## src/rtl/dcol_readout_arbiter_pkg.sv

```systemverilog
// Shared definitions for the double-column readout arbiter.
//   - Slot phase encodings (2-bit phase count, one slot = ARB, LOAD, XFER, ADV).
//   - Default emulator sizing (NREQ/DW/IW).
//   - wrap_inc: round-robin pointer advance helper.
package dcol_readout_arbiter_pkg;

   localparam logic [1:0] ST_ARB  = 2'd0;
   localparam logic [1:0] ST_LOAD = 2'd1;
   localparam logic [1:0] ST_XFER = 2'd2;
   localparam logic [1:0] ST_ADV  = 2'd3;

   localparam int unsigned NREQ_DEF = 8;
   localparam int unsigned DW_DEF   = 24;
   localparam int unsigned IW_DEF   = 3;

   // Next column after idx, wrapping to 0 after the last requester.
   function automatic int unsigned wrap_inc(input int unsigned idx, input int unsigned n);
      return (idx == n - 1) ? 0 : idx + 1;
   endfunction

endpackage

```

## src/rtl/dcol_readout_arbiter_rr_pick.sv

```systemverilog
// Combinational round-robin search: first set bit of req scanning ptr, ptr+1, ...
// wrapping modulo NREQ.
// Ports:
//   req  in  NREQ  request vector
//   ptr  in  IW    search start (always < NREQ)
//   any  out 1     some request is set
//   idx  out IW    index of the first set request from ptr (0 when any=0)
module dcol_readout_arbiter_rr_pick #(
   parameter int unsigned NREQ = 8,
   parameter int unsigned IW   = 3
) (
   input  logic [NREQ-1:0] req,
   input  logic [IW-1:0]   ptr,
   output logic            any,
   output logic [IW-1:0]   idx
);

   always_comb begin
      int unsigned j;
      j   = 0;
      any = |req;
      idx = '0;
      // Scan from the farthest offset down so the nearest hit is written last and wins.
      for (int k = NREQ - 1; k >= 0; k--) begin
         j = 32'(ptr) + 32'(k);
         if (j >= NREQ) j = j - NREQ;
         if (req[j]) idx = IW'(j);
      end
   end

endmodule

```

## src/rtl/dcol_readout_arbiter.sv

```systemverilog
// Round-robin arbiter sharing the emulator readout bus among NREQ double columns.
// Each grant runs a fixed 4-phase slot: ARB -> LOAD -> XFER (waits for out_ready) -> ADV.
// Ports:
//   clock, reset         rising-edge clock, asynchronous active-high reset
//   enable               allows a new grant (sampled in ARB only)
//   req, data_in         per-column pending flag and flattened words (column i at [i*DW +: DW])
//   ack                  one-cycle one-hot pop pulse to the granted column
//   out_valid/out_ready  handshake to the serializer; out_data/out_col carry the word
//   slot_cnt             current phase, empty_phase toggles once per completed slot
//   idle                 in ARB and not taking a grant this cycle
module dcol_readout_arbiter
   import dcol_readout_arbiter_pkg::*;
#(
   parameter int unsigned NREQ = NREQ_DEF,
   parameter int unsigned DW   = DW_DEF,
   parameter int unsigned IW   = IW_DEF
) (
   input  logic               clock,
   input  logic               reset,
   input  logic               enable,
   input  logic [NREQ-1:0]    req,
   input  logic [NREQ*DW-1:0] data_in,
   output logic [NREQ-1:0]    ack,
   output logic               out_valid,
   input  logic               out_ready,
   output logic [DW-1:0]      out_data,
   output logic [IW-1:0]      out_col,
   output logic [1:0]         slot_cnt,
   output logic               empty_phase,
   output logic               idle
);

   localparam logic [NREQ-1:0] ONE_HOT0 = NREQ'(1);

   logic [IW-1:0] rr_ptr_q;
   logic [IW-1:0] winner_q;
   logic          pick_any;
   logic [IW-1:0] pick_idx;

   dcol_readout_arbiter_rr_pick #(
      .NREQ (NREQ),
      .IW   (IW)
   ) u_rr_pick (
      .req (req),
      .ptr (rr_ptr_q),
      .any (pick_any),
      .idx (pick_idx)
   );

   always_ff @(posedge clock or posedge reset) begin
      if (reset) begin
         slot_cnt    <= ST_ARB;
         ack         <= '0;
         out_valid   <= 1'b0;
         out_data    <= '0;
         out_col     <= '0;
         empty_phase <= 1'b0;
         rr_ptr_q    <= '0;
         winner_q    <= '0;
      end else begin
         ack <= '0;
         case (slot_cnt)
            ST_ARB: begin
               if (enable && pick_any) begin
                  winner_q <= pick_idx;
                  slot_cnt <= ST_LOAD;
               end
            end
            ST_LOAD: begin
               // req is not re-checked: the word is taken even if req[winner] dropped.
               out_data  <= data_in[winner_q*DW +: DW];
               out_col   <= winner_q;
               out_valid <= 1'b1;
               ack       <= ONE_HOT0 << winner_q;
               slot_cnt  <= ST_XFER;
            end
            ST_XFER: begin
               if (out_ready) begin
                  out_valid <= 1'b0;
                  slot_cnt  <= ST_ADV;
               end
            end
            ST_ADV: begin
               rr_ptr_q    <= IW'(wrap_inc(32'(winner_q), NREQ));
               empty_phase <= ~empty_phase;
               slot_cnt    <= ST_ARB;
            end
            default: slot_cnt <= ST_ARB;
         endcase
      end
   end

   // Reset counts as "no grant taken" so idle reads 1 while reset is held.
   assign idle = (slot_cnt == ST_ARB) && (reset || !(enable && pick_any));

endmodule

```

## config.mk

```make
export PLATFORM = sky130hd
export DESIGN_NAME = dcol_readout_arbiter
export DESIGN_NICKNAME = d
export VERILOG_FILES = /design/src/rtl/dcol_readout_arbiter_pkg.sv /design/src/rtl/dcol_readout_arbiter_rr_pick.sv /design/src/rtl/dcol_readout_arbiter.sv
export SDC_FILE = /design/constraint.sdc
export NUM_CORES = 1
export LEC_CHECK = 0
export BUFFER_PORTS_ARGS = -buffer_cell sky130_fd_sc_hd__buf_2
export CAP_MARGIN = 30
export CORE_AREA = 2 2 116 107
export DETAILED_ROUTE_END_ITERATION = 8
export DIE_AREA = 0 0 118 109
export PLACE_DENSITY = 0.74
export SYNTH_ARGS = -nofsm -noshare
export SYNTH_HDL_FRONTEND = slang
export SYNTH_SLANG_ARGS = --single-unit
```

## constraint.sdc

```tcl
create_clock -name clock -period 8.9 [get_ports clock]
set_input_delay 1.78 -clock clock [delete_from_list [all_inputs] [get_ports clock]]
set_output_delay 1.78 -clock clock [all_outputs]
set_load 0.1 [all_outputs]
```

Word-level counts from Yosys, hierarchy flattened
Index checks and enable logic that the tools add are counted.
{"block": "totals", "regBits": 45, "latch_bits": 0, "mem_bits_rw": 0, "romBits": 0, "input_bits": 204, "output_inout_bits": 40, "elab_cells": 99, "n_memories": 0}
{"block": "op_classes", "add_sub_neg": 16, "n_mul": 1, "n_div": 0, "n_lt_le_gt_ge": 16, "n_eq_ne": 6, "shift": 2, "muxes": 39, "n_bitwise": 1, "n_reduce_logical": 10}
{"op": "$lt 32x4->1 const B", "count": 8}
{"op": "$mux 32", "count": 8}
{"op": "$ge 32x4->1 const B", "count": 7}
{"op": "$sub 32x4->32 const B", "count": 7}
{"op": "$shiftx 192x9->24", "count": 1}
{"op": "$mux 3", "count": 9}
{"op": "$bmux 1 s3", "count": 8}
{"op": "$add 3x3->4 const B", "count": 4}
{"op": "$mux 1", "count": 9}
{"op": "$add 3x2->4 const B", "count": 2}
{"op": "$mux 8", "count": 1}
{"op": "$pmux 2 s4", "count": 1}
{"op": "$reduce_or 8->1", "count": 1}
{"op": "$shl 1x3->8 const A", "count": 1}
{"op": "$reduce_and 2->1", "count": 3}
{"op": "$mul 3x2->5 const B", "count": 1}
{"op": "$sub 3x4->5 const B", "count": 1}
{"op": "$add 3x1->4 const B", "count": 1}
{"op": "$eq 2x2->1 const B", "count": 2}
{"op": "$ge 3x4->1 const B", "count": 1}
{"op": "$mux 2", "count": 2}
{"op": "$add 3x1->3 const B", "count": 1}
{"op": "$eq 3x3->1 const B", "count": 1}
{"op": "$eq 2x1->1 const B", "count": 1}
{"op": "other kinds (9)", "count": 10}

Longest topological paths before layout
Gate-level depths: netlist of run 1.
{"block": "logic_depth", "ltp_word": 13, "ltp_mapped": 12, "ltp_nobuf": 8}

By module
A second synthesis of run 1 with hierarchy kept.
{"block": "hier_totals", "cells_unflattened": 327, "area_unflattened_um2": 3913.8}
{"module": "dcol_readout_arbiter", "instances": 1, "cells_each": 242, "area_each_um2": 3121.7, "seq_area_each_um2": 1126.1}
{"module": "dcol_readout_arbiter_rr_pick", "instances": 1, "cells_each": 85, "area_each_um2": 792.0, "seq_area_each_um2": 0.0}

Least setup slack after synthesis of run 1
Ideal clock, no wire load.
{"block": "synth_path", "kind": "input to output", "start": "input reset", "end": "output idle", "arrival_ns": 4.273, "t_required_ns": 7.120, "slack_ns": 2.847, "path_stages": 2, "n_path_buf": 0, "cell_sequence": "inv_1 a31oi_1"}
{"block": "synth_via", "elab_chain_len": 2}
{"item": "from (decl)", "line_no": "dcol_readout_arbiter.sv:19", "rtl": "input logic reset,"}
{"item": "$logic_or 1x1->1", "line_no": "dcol_readout_arbiter.sv:94", "rtl": "assign idle = (slot_cnt == ST_ARB) && (reset || !(enable && pick_any));"}
{"item": "$logic_and 1x1->1", "line_no": "dcol_readout_arbiter.sv:94"}
{"item": "to (decl)", "line_no": "dcol_readout_arbiter.sv:30", "rtl": "output logic idle"}
Every way passes these cells.

Worst setup path after layout of run 1
{"block": "layout_path", "start": "input req[1]", "end": "output idle"}
{"block": "layout_via", "elab_chain_len": 5}
{"item": "from (decl)", "line_no": "dcol_readout_arbiter.sv:21", "rtl": "input logic [NREQ-1:0] req,"}
{"item": "$reduce_or 8->1", "line_no": "dcol_readout_arbiter_rr_pick.sv:21", "rtl": "any = |req;"}
{"item": "$logic_and 1x1->1", "line_no": "dcol_readout_arbiter.sv:94"}
{"item": "$logic_not 1->1", "line_no": "dcol_readout_arbiter.sv:94"}
{"item": "$logic_or 1x1->1", "line_no": "dcol_readout_arbiter.sv:94"}
{"item": "$logic_and 1x1->1", "line_no": "dcol_readout_arbiter.sv:94"}
Every way passes these cells.

==> metrics list, run 1 <==
- Sorting the synthesized cells by area gives the leading types as sky130_fd_sc_hd__mux4_2 (34%), sky130_fd_sc_hd__dfrtp_1 (28%), sky130_fd_sc_hd__nand2_1 (6.0%).
- By startpoint and endpoint, the worst setup path is classified as in2out.
- Number of hold buffers added after cts: 0
- Reg2Reg Depth: 8
- Total Negative Setup Slacks: 0 ps
- The layout has 1113 filler cells.
- Width of the chip: 118 um
- The clock arrives with 3.197 ps of skew.
- After the flow finishes, the layout carries non-filler instances totaling 750.
- Entering global routing, the biggest net connects 53 pins.
* Number of failing hold endpoints at the final stage: 0
* Library cells used by synthesis: 40
* Overflow after GRT: 0
- Antenna diode count: 0
- After layout, the minimum clock period comes to 4911 ps.
- Number of register bits inferred by synthesis: 45
- CTS saw 45 sinks.
- Static Leak: 2.594 nW
- Worst-case register-to-register setup slack: 5480 ps
- Largest stage delay on the critical path: 440 ps
- Critical Path Fanout Max: 9
- H-tree depth reported by CTS: 2
* Most common cell after layout, fill and taps aside: sky130_fd_sc_hd__buf_2
- From synthesis to final layout, the design area changed by 38.13%.
* CP cell instances: buf_2 > nor4_1 > nand2_1 > a31oi_1 > buf_2
* Part of the cycle the worst path needs: 55.18%
- For this design the ratio of total power to cell area is 406.6 nW/um^2.
* Worst slew margin: 43.67%
* Global placement routability congestion: 0.8578
- Port buffering added 243 buffers.
- In the routed layout, each cell is associated on average with a via count of 5.380.
- Counting every instance in the synthesized netlist gives 367.
- Sequential cells were found to cover 28.27% of the synthesized design area.
- Initial standard-cell utilization of the core: 33.92%
- During synthesis, Yosys emitted a total of 0 warnings.
- Number of placed instances with taps included: 742
* Vias after detailed routing: 4035
* Max rail drop VDD: 0.0002059 V
- Global routing consumed, over all layers together, 19.31% of the routing resources.
- In this run the vertical extent of the chip is 109 um.
- The worst setup path is launched from an input port.
- The min-delay analysis places its worst path in the category reg2reg.
* Leading cell types in the layout, fill and taps excluded: sky130_fd_sc_hd__buf_2 (243), sky130_fd_sc_hd__nand2_1 (64), sky130_fd_sc_hd__mux4_2 (61)
* Ratio of cells with drive above 1 in the final layout: 56.27%
- Latest clock arrival within the worst-skew pair: 280 ps
* Setup repair after global routing missed its margin: no
- Total standard cell area after synthesis: 3984 um^2
- The first global-routing pass estimated 20030 um of wire.
- The clock passes through at most 2 buffers.
- Synthesized area per cell: 10.86 um^2
- Static timing analysis puts the maximum clock frequency at 203.6 MHz.
- Multi-input gate area in the final layout: 2656 um^2
- Gates resized, CTS repair: 0
* Drt first pass iters: 5
* Run status: finished, final reports clean
* Num ports: 244
- Required time reported for the critical path endpoint: 7120 ps
- Final count of negative-setup-slack endpoints: 0
- At the worst endpoint, the arrival time is 3130 ps.
- For the pin with the worst max-slew slack, the measured transition is 844.9 ps.
- Via count of the first global-routing pass: 3925
- CTS tree: built
- Combined flip-flop and latch cell area: 1131 um^2
- Most used DFF post-synth: sky130_fd_sc_hd__dfrtp_1
* Antenna violations before repair: 0
- Post-CTS timing repair inserted 0 buffers for setup.
- Antenna-violating nets left: 0
- Number of nets in the layout: 806
- Broken down by cell family, the worst path's largest delay share belongs to buffers and inverters.
- Number of remaining DRC errors: 0
- The endpoint identified for the worst register-to-register timing path is winner_q[1].
- Post-synth ARST share: 100.0%
* Synth area leader: sky130_fd_sc_hd__mux4_2
- The initialized floorplan defines 38 standard-cell rows.
* Mapped Nets: 583
- Count of max-cap constraint violations: 0
* Worst reg2reg startpoint: rr_ptr_q[1]
- In this run, the number of DRC markers left after iteration 0 of detailed routing was 294.
* Root Buffer Master: sky130_fd_sc_hd__clkbuf_16
* Clock-pin slew on the worst setup and hold paths: 60 ps
- Dividing the detail-routed wire length by the instance count gives 17.02 um.
* Detailed-route wire length: 12770 um
- The cell that appears most often on the critical path is sky130_fd_sc_hd__buf_2.
- Portion of synthesized cell area occupied by the leading cell type: 34.48%
- Number of enable flip-flop cells after synthesis: 0
- The worst setup path is captured at a primary output.
- Sum of buffers and inverters on the critical path: 2
- The die covers 12860 um^2.
* End point of the most critical hold path: empty_phase
- Counting instances, the worst hold path has a depth of 1.
* Number of buffers added by the clock tree synthesis step: 5
- After legalization and detailed placement, the total HPWL measured 10220 um.
- For this design, the slowest cell found on the critical path is sky130_fd_sc_hd__buf_2.
- The final-report max-slew violation count is 0.
- In this run the most critical hold path is launched from empty_phase.
* Placeable core region: 11740 um^2
-- flip-flops by register name, indices dropped and copies added (netlist names) --
| register | cells |
|---|---|
| rr_ptr_q | 3 |
| winner_q | 3 |
| ack | 8 |
| empty_phase | 1 |
| out_data | 24 |
| slot_cnt | 2 |
| out_col | 3 |
| out_valid | 1 |
-- logic make-up after synthesis --
family                   Yosys count  share of synthesized area (%)
buffers and inverters             47                          5.119
adder cells (fa/ha/maj)           12                          3.769
multiplexers                      78                          39.29
AO/OA/AOI/OAI                     58                          9.359
AND/OR/NAND/NOR                  122                          13.10
flip-flops                        45                          28.27
XOR/XNOR                           5                          1.099
-- layout make-up --
type                       count  area share [%]
clock buffer                   5           2.274
clock inverter                 2          0.6367
inverter                      15           1.023
multi-input combinational    275           48.27
sequential                    45           20.55
tap                          160           3.638
timing repair buffer         248           23.60
-- stage by stage --
stage	setup WS (ps)	power, mW	util, %	cell area (um^2)	hold WS (ps)
after floorplan	2847	1.725	-	3984	625.2
after global placement	4032	1.972	44.92	5275	450.4
after detailed placement	4028	2.028	45.26	5315	449.6
after CTS	4028	2.239	46.62	5475	461.7
after global routing	3911	2.382	46.86	5503	485.5
final	3989	2.238	46.86	5503	457.2
-- worst register-to-register path, stage by stage (launching register included) --
cell and delay (ps):
sky130_fd_sc_hd__dfrtp_1 890, sky130_fd_sc_hd__inv_1 310, sky130_fd_sc_hd__ha_1 740, sky130_fd_sc_hd__mux4_2 480, sky130_fd_sc_hd__mux2i_4 250, sky130_fd_sc_hd__and4_1 220, sky130_fd_sc_hd__o211ai_1 90, sky130_fd_sc_hd__a211oi_1 260
sky130_fd_sc_hd__nor2_1 70
-- power by group --
group | internal [mW] | total (mW) | switching (mW)
combinational | 0.557 | 1.61 | 1.06
clock | 0.130 | 0.204 | 0.0738
sequential | 0.293 | 0.421 | 0.127
total | 0.980 | 2.24 | 1.26
-- worst max path at each step --
stage,start,slack [ps],cells after the start,end
2_1_floorplan,reset,2850,2,idle
3_3_place_gp,req[1],4030,5,idle
3_5_place_dp,req[1],4030,5,idle
4_1_cts,req[1],4030,5,idle
5_1_grt,req[1],3910,5,idle
6_report,req[1],3990,5,idle
-- cell usage after synthesis (all sizes together), types with 2 or more instances --
cell	instances
ha	12
o211ai	3
mux4	61
a21oi	9
clkbuf	19
a31oi	28
nand2	64
inv	15
and2	5
a22oi	2
nor4	2
a221oi	2
xor2	2
o22ai	5
dfrtp	45
mux2	7
nor2b	3
and3	3
buf	13
nand2b	2
o21ai	4
nand3	9
nor2	30
mux2i	10
xnor2	3
-- routing by layer --
metal | track usage (%) | vias to the layer above | routed length, um
met5 | 0 | - | 0
met1 | 26.48 | 1956 | 5176
met4 | 5.077 | 0 | 209
met2 | 32.43 | 228 | 6389
li1 | - | 1837 | -
met3 | 2.772 | 14 | 989
No activity file was read; power rests on OpenSTA's default activity.
==> run 2, diff against run 1 <==
- clock period: 8.9 -> 4.85 ns (I/O delays scaled with it)
==> metrics list, run 2 (same netlist as run 1, synthesis figures left out) <==
* Data arrival time at the worst-slack endpoint: 3460 ps (+330 ps)
* Transition at the pin with the smallest max-transition slack: 853.1 ps (+8.145 ps)
- The largest net degree at the start of global routing is 53 (unchanged).
- Type of element launching the critical path: flop
* Setup repair after global routing missed its margin: no
- The total number of H-tree levels was 2 (unchanged).
* Antenna diode count: 0 (unchanged)
- The die area came to 12860 um^2 (unchanged).
* Min-Delay Path Class: reg2reg
- The maximum clock insertion buffer count was 2 (unchanged).
- Pwr per Cell Area: 746.1 nW/um^2 (+83%)
- From synthesis to final layout, the design area changed by 38.41%.
* Root Buffer Master: sky130_fd_sc_hd__clkbuf_16
- The static leakage power is 2.594 nW (about the same).
* Number of remaining DRC errors: 0 (unchanged)
- Min cycle time layout: 3296 ps
* Final count of negative-setup-slack endpoints: 0 (unchanged)
- The highest net fanout along the worst path was 18 (+9).
- Leaving out fill and tap cells, the most frequent cell in the layout is sky130_fd_sc_hd__buf_2.
* Clk sink count: 45 (unchanged)
- Static timing analysis puts the maximum clock frequency at 303.4 MHz.
- The number of placed instances with taps included came to 742 (unchanged).
- Placeable core region: 11740 um^2 (unchanged)
- The routability-driven placement congestion ratio is 0.8342 (-2.8%).
- The sequential cell area was 1131 um^2 (unchanged).
- The boundary pin count is 244 (unchanged).
- The maximum VDD drop came to 0.0002969 V (+44%).
* Count of max-cap constraint violations: 0 (unchanged)
- Antenna-violating nets left: 0 (unchanged)
- Largest registers: out_data (24), ack (8)
* Latest clock arrival within the worst-skew pair: 280 ps (about the same)
- Aggregate global-route resource usage: 18.92% (-0.39 points)
- Wire length of the first global-routing pass: 19510 um (-2.6%)
- Vias after detailed routing: 4000 (-0.87%)
- The number of hold buffers added after CTS is 0 (unchanged).
- Worst Skew: 3.378 ps (+0.1804 ps)
- The horizontal extent of the die came to 118 um (unchanged).
- Required time reported for the critical path endpoint: 5020 ps (-2100 ps)
- Iter 0 DRT Violations: 219 (-26%)
- Row Count: 38 (unchanged)
- The detailed-route wire length per cell came to 17.28 um (+1.5%).
- Run status: finished, final reports clean
* Gates resized, CTS repair: 0 (unchanged)
- Clock-pin slew on the worst setup and hold paths: 60 ps (about the same)
- The via count of the first global-routing pass is 3773 (-3.9%).
- Part of the cycle the worst path needs: 67.96%
- The number of flip-flops in the largest register was 24 (unchanged).
- Leading cell types in the layout, fill and taps excluded: sky130_fd_sc_hd__buf_2 (243), sky130_fd_sc_hd__nand2_1 (64), sky130_fd_sc_hd__mux4_2 (61)
- The ratio of cells with drive above 1 in the final layout is 56.35% (+0.074 points).
- Number of buffer cells added on primary ports: 243 (unchanged)
- Sum of net half-perimeters after detailed placement: 10290 um (+0.63%)
* Number of failing hold endpoints at the final stage: 0 (unchanged)
* Antenna violations before repair: 0 (unchanged)
- Overflow after GRT: 0 (unchanged)
- The sum of negative setup slack came to 0 ps (unchanged).
- Multi-input gate area in the final layout: 2656 um^2 (unchanged)
- The setup path with the least slack is of type reg2reg.
- Number of buffers added by the clock tree synthesis step: 5 (unchanged)
- Biggest register: out_data
* Number of nets in the layout: 806 (unchanged)
* Setup repair bufs after CTS: 0 (unchanged)
- Count of filler cells inserted in the layout: 1114 (+0.090%)
- The routed via count divided by cell count came to 5.326 (-1.0%).
- DIE HEIGHT: 109 um (unchanged)
- The routed wire length was 12980 um (+1.7%).
* Placed standard-cell area: 5315 um^2 (unchanged)
- Final non-filler cell total: 751 (+0.13%)
- Worst slew margin: 43.13% (-0.54 points)
* Final instance area: 5514 um^2 (+0.20%)
- CTS tree: built
* Initial standard-cell utilization of the core: 33.92% (unchanged)
* Drt first pass iters: 6 (+1)
- The fraction of the core area covered by cells at the end of the flow is 46.95% (+0.096 points).
- STA classifies the critical path endpoint as a flop.
* Count of final max-slew check failures: 0 (unchanged)
-- run 2: per-layer routing --
metal	wire [um]	track usage, %	share of wire (%)
met5	0	0	0
met4	118	4.045	0.91
met3	735	2.040	5.7
met2	6448	31.77	50
met1	5673	26.72	44
-- run 2: area by class of cell --
cell class	instances	share of cell area, %
Multi-Input combinational cell	275	48.17
Timing Repair Buffer	248	23.55
Sequential cell	45	20.51
Tap cell	160	3.631
Clock buffer	5	2.269
Inverter	15	1.021
Clock inverter	3	0.8396
-- run 2: worst max-delay path, stage by stage (launching register included) --
cell	delay, ps
sky130_fd_sc_hd__dfrtp_1	900
sky130_fd_sc_hd__inv_1	250
sky130_fd_sc_hd__ha_1	700
sky130_fd_sc_hd__mux2i_1	140
sky130_fd_sc_hd__mux4_2	550
sky130_fd_sc_hd__nor3b_1	200
sky130_fd_sc_hd__o22ai_1	120
sky130_fd_sc_hd__a211oi_1	250
sky130_fd_sc_hd__nor2_1	60
-- run 2: metrics by stage --
step	setup slack [ps]	total power, mW	hold WS (ps)
3_5_place_dp	1578	3.710	455.3
2_1_floorplan	417.1	3.166	625.2
4_1_cts	1580	4.113	466.0
6_report	1554	4.114	460.6
3_3_place_gp	1623	3.652	450.2
5_1_grt	1285	4.374	474.4
-- run 2: report_power, final --
part           switching (mW)  internal [mW]
Combinational            1.95           1.02
Clock                   0.144          0.244
Sequential              0.220          0.538
Total                    2.31           1.80
-- run 2: final timing paths --
path                              from     endpoint  slack, ps  cells past startpoint
setup / recovery           rr_ptr_q[1]  winner_q[1]       1550                      8
hold / removal             empty_phase  empty_phase        460                      1
setup reg to reg           rr_ptr_q[1]  winner_q[1]       1550                      8
hold reg to reg            empty_phase  empty_phase        460                      1
max in group asynchronous        reset  winner_q[0]       3510                      3
min in group asynchronous        reset       ack[0]        880                      3
